File: src/rtl/spi_pkg.sv
// Shared types and constants for the SPI master and its clock generator.
package spi_pkg;

  typedef enum logic [1:0] {
    IDLE,
    SETUP,
    XFER,
    HOLD
  } spi_state_t;

  localparam int SPI_DEFAULT_W = 8;

endpackage

File: src/rtl/spi_clk_gen.sv
// Half-period counter and sclk register for the SPI master.
// Emits one-cycle rise_en/fall_en strobes on the cycle before sclk toggles.
module spi_clk_gen #(
  parameter int CLK_DIV = 2
) (
  input  logic clk,
  input  logic rst,
  input  logic en,
  input  logic clr,
  input  logic toggle_en,
  output logic sclk,
  output logic rise_en,
  output logic fall_en,
  output logic tick
);

  localparam int CNT_W = $clog2(CLK_DIV + 1);
  localparam logic [CNT_W-1:0] RELOAD = CNT_W'(CLK_DIV - 1);

  logic [CNT_W-1:0] cnt_q, cnt_d;
  logic             sclk_q, sclk_d;

  // tick marks the last cycle of a half period; with toggle_en low the
  // counter still times the interval but sclk is left alone.
  assign tick    = en && (cnt_q == '0);
  assign rise_en = tick && toggle_en && !sclk_q;
  assign fall_en = tick && toggle_en && sclk_q;
  assign sclk    = sclk_q;

  always_comb begin
    // NOTE: every signal gets its default first so no path can infer a latch.
    cnt_d  = cnt_q;
    sclk_d = sclk_q;
    if (clr) begin
      cnt_d  = RELOAD;
      sclk_d = 1'b0;
    end else if (en) begin
      if (tick) begin
        cnt_d = RELOAD;
        if (toggle_en) sclk_d = !sclk_q;
      end else begin
        cnt_d = cnt_q - 1'b1;
      end
    end
  end

  // NOTE: state registers use non-blocking assignments so every flop
  // samples the pre-edge value of its inputs.
  always_ff @(posedge clk or posedge rst) begin
    if (rst) begin
      cnt_q  <= '0;
      sclk_q <= 1'b0;
    end else begin
      cnt_q  <= cnt_d;
      sclk_q <= sclk_d;
    end
  end

endmodule

File: src/rtl/spi_master.sv
// Single-transfer SPI master, mode 0 (CPOL=0, CPHA=0).
// Define SPI_MASTER_LSB_FIRST_EN for LSB-first bit order; default is MSB first.
module spi_master
  import spi_pkg::*;
#(
  parameter int CLK_DIV = 2,
  parameter int DATA_W  = SPI_DEFAULT_W
) (
  input  logic              clk,
  input  logic              rst,
  input  logic              start,
  input  logic [DATA_W-1:0] data_in,
  output logic              busy,
  output logic              done,
  output logic [DATA_W-1:0] data_out,
  output logic              cs,
  output logic              sclk,
  output logic              mosi,
  input  logic              miso
);

  localparam int BIT_W = $clog2(DATA_W + 1);
  localparam logic [BIT_W-1:0] LAST_BIT = BIT_W'(DATA_W - 1);

  spi_state_t        state_q, state_d;
  logic [DATA_W-1:0] tx_q, tx_d;
  logic [DATA_W-1:0] rx_q, rx_d;
  logic [DATA_W-1:0] data_out_q, data_out_d;
  logic [BIT_W-1:0]  bit_cnt_q, bit_cnt_d;
  logic              cs_q, cs_d;
  logic              mosi_q, mosi_d;
  logic              busy_q, busy_d;
  logic              done_q, done_d;

  logic              clk_en, clk_clr, clk_toggle;
  logic              rise_en, fall_en, tick;
  logic              first_bit, next_bit;
  logic [DATA_W-1:0] tx_shift, rx_shift;

  spi_clk_gen #(
    .CLK_DIV(CLK_DIV)
  ) u_clk_gen (
    .clk      (clk),
    .rst      (rst),
    .en       (clk_en),
    .clr      (clk_clr),
    .toggle_en(clk_toggle),
    .sclk     (sclk),
    .rise_en  (rise_en),
    .fall_en  (fall_en),
    .tick     (tick)
  );

`ifdef SPI_MASTER_LSB_FIRST_EN
  assign first_bit = data_in[0];
  assign tx_shift  = {1'b0, tx_q[DATA_W-1:1]};
  assign next_bit  = tx_shift[0];
  assign rx_shift  = {miso, rx_q[DATA_W-1:1]};
`else
  assign first_bit = data_in[DATA_W-1];
  assign tx_shift  = {tx_q[DATA_W-2:0], 1'b0};
  assign next_bit  = tx_shift[DATA_W-1];
  assign rx_shift  = {rx_q[DATA_W-2:0], miso};
`endif

  always_comb begin
    state_d    = state_q;
    tx_d       = tx_q;
    rx_d       = rx_q;
    data_out_d = data_out_q;
    bit_cnt_d  = bit_cnt_q;
    cs_d       = cs_q;
    mosi_d     = mosi_q;
    busy_d     = busy_q;
    done_d     = 1'b0;
    clk_en     = 1'b0;
    clk_clr    = 1'b0;
    clk_toggle = 1'b0;

    unique case (state_q)
      IDLE: begin
        clk_clr = 1'b1;
        cs_d    = 1'b1;
        busy_d  = 1'b0;
        if (start) begin
          tx_d      = data_in;
          rx_d      = '0;
          bit_cnt_d = '0;
          mosi_d    = first_bit;
          cs_d      = 1'b0;
          busy_d    = 1'b1;
          state_d   = SETUP;
        end
      end

      // The strobe that ends SETUP is the first rising sclk edge.
      SETUP: begin
        clk_en     = 1'b1;
        clk_toggle = 1'b1;
        if (rise_en) begin
          rx_d    = rx_shift;
          state_d = XFER;
        end
      end

      XFER: begin
        clk_en     = 1'b1;
        clk_toggle = 1'b1;
        if (rise_en) rx_d = rx_shift;
        if (fall_en) begin
          bit_cnt_d = bit_cnt_q + 1'b1;
          if (bit_cnt_q == LAST_BIT) begin
            mosi_d  = 1'b0;
            state_d = HOLD;
          end else begin
            tx_d   = tx_shift;
            mosi_d = next_bit;
          end
        end
      end

      // The counter keeps timing here, but sclk stays parked low.
      HOLD: begin
        clk_en = 1'b1;
        if (tick) begin
          cs_d       = 1'b1;
          data_out_d = rx_q;
          done_d     = 1'b1;
          busy_d     = 1'b0;
          state_d    = IDLE;
        end
      end

      default: state_d = IDLE;
    endcase
  end

  always_ff @(posedge clk or posedge rst) begin
    if (rst) begin
      state_q    <= IDLE;
      tx_q       <= '0;
      rx_q       <= '0;
      data_out_q <= '0;
      bit_cnt_q  <= '0;
      cs_q       <= 1'b1;
      mosi_q     <= 1'b0;
      busy_q     <= 1'b0;
      done_q     <= 1'b0;
    end else begin
      state_q    <= state_d;
      tx_q       <= tx_d;
      rx_q       <= rx_d;
      data_out_q <= data_out_d;
      bit_cnt_q  <= bit_cnt_d;
      cs_q       <= cs_d;
      mosi_q     <= mosi_d;
      busy_q     <= busy_d;
      done_q     <= done_d;
    end
  end

  assign busy     = busy_q;
  assign done     = done_q;
  assign data_out = data_out_q;
  assign cs       = cs_q;
  assign mosi     = mosi_q;

endmodule

File: config.mk
export PLATFORM = sky130hd
export DESIGN_NAME = spi_master
export DESIGN_NICKNAME = d
export VERILOG_FILES = /design/src/rtl/spi_pkg.sv /design/src/rtl/spi_clk_gen.sv /design/src/rtl/spi_master.sv
export SDC_FILE = /design/constraint.sdc
export NUM_CORES = 1
export LEC_CHECK = 0
export ABC_AREA = 1
export BUFFER_PORTS_ARGS = -buffer_cell sky130_fd_sc_hd__buf_2
export CAP_MARGIN = 10
export CORE_ASPECT_RATIO = 0.7
export CORE_MARGIN = 2
export CORE_UTILIZATION = 43
export CTS_CLUSTER_SIZE = 14
export DETAILED_ROUTE_END_ITERATION = 8
export GPL_TIMING_DRIVEN = 0
export SYNTH_ARGS = -nofsm -noshare
export SYNTH_HDL_FRONTEND = slang
export SYNTH_SLANG_ARGS = --single-unit
File: constraint.sdc
create_clock -name clk -period 5.1 [get_ports clk]
set_clock_uncertainty 0.05 [all_clocks]
set_input_delay 1.02 -clock clk [delete_from_list [all_inputs] [get_ports clk]]
set_output_delay 1.02 -clock clk [all_outputs]
set_load 0.02 [all_outputs]
==> impl_results.md <==
- Crit start category: flop
- Hold Buf Count CTS: 0
- Cells after Synth: roughly 190
- Worst hold start: data_out[1]$_DFFE_PP0P_
- PostCTS Resize Cnt: 0
- Synth Net Count: about 210
- CTS tree: yes
- Final slew viol count: 0
- Top cell type's share of synthesized area: 50.9%
- Largest delay contributor family on the critical path: flip-flops
- Synth Warn #: 0
- Post-route setup TNS: 0 ps
- Wirelength per Cell: roughly 12 um
- Commonest non-fill, non-tap cell in the layout: nand2_1
- Critical path's slowest cell: dfstp_2
- Final worst-path cycle share: between 30% and 40%
- Layout cells sized above 1: around a quarter
- I/O pins: 25
- Seq cells post-synth: 36
- Seq/Total Area, Yosys: 52.5%
- # port buffers: 24
- Die Wd: 79.6 um
- Fin cells: ~270
- DRT iter0 DRCs: 83
- Full die area: ~4500 um^2
- Critical Path Fanout Max: 2
- Post-synth top area cell: dfrtp_1
- Data arrival, critical path: 960 ps
- Placed insts: roughly 270
- Reg2reg start: state_q[0]$_DFFE_PP0P_
- Reg2Reg Depth: 9
- Detailed-route vias per instance: between 4 and 5
- Vias in the first global route: roughly 1300
- Root buf cell: clkbuf_8
- Cell Rows: 19
- Critical path class: reg2out
- R2R Setup Slk: 3190 ps
- RR Endpoint: tx_q[2]$_DFFE_PP0P_
- Worst-Skew Late Latency: around 280 ps
- Slew HR: around three fifths
- Tmin final: about 2000 ps
- Initial antenna violation count: 0
- H-tree level count: 2
- Global-route total usage across every layer: between 10% and 20%
- Critical Path, Cell by Cell: buf_2
- Antenna viol nets, final: 0
- Drt drc: 0
- Status: finished clean
- Clk sinks: 36
- Overall Power: roughly 1.2 mW
- Critical path capture point type: primary output
- Setup ws final: a little over 3000 ps
- First-pass GRT wire length: around 5600 um
- Power density cells: between 600 and 700 nW/um^2
- Worst hold path endpoint: data_out[1]$_DFFE_PP0P_
- Pleak: between 1 and 1.5 nW
- GR Overflow Total: 0
- Vias: 1342
- Drt total wl: ~3200 um
- Area contributors post-synth: dfrtp_1, nand2_1, ha_1
- Worst hold-check path type: reg2reg
- DP HPWL: approximately 2400 um
- Post-Syn Area per Cell: 9.10 um^2
- WP data required: 4030 ps
- Max Cap Viol: 0
- CP Buf/Inv Count: 1
- Core area: between 3000 and 4000 um^2
- Pin count of the biggest net entering global routing: 24
- Final setup violation count: 0
- Fillers: 366
- Crit-path max cell delay: ~530 ps
- Die height: 56.9 um
- Commonest non-fill, non-tap cells in the layout: nand2_1, dfrtp_1, buf_2
- Setup Buffers After CTS: 0
- Worst vdd ir: between 0.3 and 0.4 mV
- Clk slew on worst S/H paths: ~70 ps
- Pre-CTS setup slack: approximately 3100 ps
- DR pass1 iterations: 4
- Initial core utilization: 44.4%
- Synthesized cell area: around 1700 um^2
- Final Hold Vio Count: 0
- N_diodes: 0
- Fmax achieved: 0.492 GHz
- Final nets: 240
- Area delta synth->final: 16.9%
- Routability cong.: between 0.8 and 0.9
- Unique cell type count in the Yosys netlist: 24
- Worst-margin pin slew: between 600 and 700 ps
- Clock tree buffer depth: 2
- Total CTS buffers: 5
- WHS Path Cells: 2
- RSZ-0062 raised after global routing: no
[synth_stat cells, drive strengths merged]
cell   instances
dfstp          1
o21ai         23
dfrtp         35
buf            5
a21oi          3
nand3          8
mux2i          6
ha             7
nand4          5
nor3           2
or2            2
inv           11
xor2           1
o21a           1
nand2         72
nor2           7
[how the worst max path moves through the flow]
stage	cells after the start	slack, ps	endpoint	startpoint
2_1_floorplan	1	3230	bit_cnt_q[0]$_DFFE_PP0P_	rst
3_3_place_gp	2	2740	state_q[0]$_DFFE_PP0P_	rst
3_5_place_dp	6	3070	rx_q[0]$_DFFE_PP0P_	start
4_1_cts	1	3070	cs	cs$_DFFE_PP1P_
5_1_grt	9	3020	tx_q[0]$_DFFE_PP0P_	state_q[0]$_DFFE_PP0P_
6_report	1	3070	cs	cs$_DFFE_PP1P_
[kinds of logic after synthesis]
family,count (synthesis),synth area share [%]
AOI/OAI and AO/OA,27,9.75
xor gates and xnor gates,1,0.510
adders and majority gates,7,5.09
buffers and inverters,16,4.95
DFF,36,52.5
muxes,6,3.49
and+or+nand+nor,96,23.7
[layout make-up]
type,count,area (um^2),share of cell area (%)
clock buffer,6,72.6,3.61
tap,52,65.1,3.24
buffer,5,43.8,2.18
clock inverter,1,5.00,0.249
inverter,11,41.3,2.05
sequential,36,902,44.9
multi-input combinational,137,732,36.4
timing repair buffer,25,148,7.35
[layer usage]
| layer | GRT usage, % | vias to the layer above | part of all wire (%) |
|---|---|---|---|
| met5 | 0 | - | 0 |
| met4 | 3.69 | 0 | 0.37 |
| met3 | 4.50 | 2 | 5.3 |
| met2 | 23.5 | 20 | 45 |
| met1 | 23.8 | 641 | 49 |
| li1 | - | 679 | - |
[power by group]
| group | internal, mW | switching [mW] | leakage (nW) |
|---|---|---|---|
| clock | 0.0928 | 0.0925 | 0.0410 |
| combinational | 0.216 | 0.368 | 0.503 |
| sequential | 0.382 | 0.0600 | 0.474 |
[metrics by stage]
stage	hold slack [ps]	instance area (um^2)	utilization [%]
global placement	400	1900	49.1
CTS	421	2010	51.9
global route	434	2010	51.9
detailed placement	407	1930	49.9
finish	417	2010	51.9
floorplan	399	1720	-
[flip-flops by register name, indices dropped and copies added, names as in the netlist]
register,cells
u_clk_gen.sclk,1
done,1
cs,1
rx_q,8
busy,1
tx_q,7
u_clk_gen.cnt_q,2
bit_cnt_q,4
state_q,2
mosi,1
data_out,8
Power figures use the tool's default switching activity.
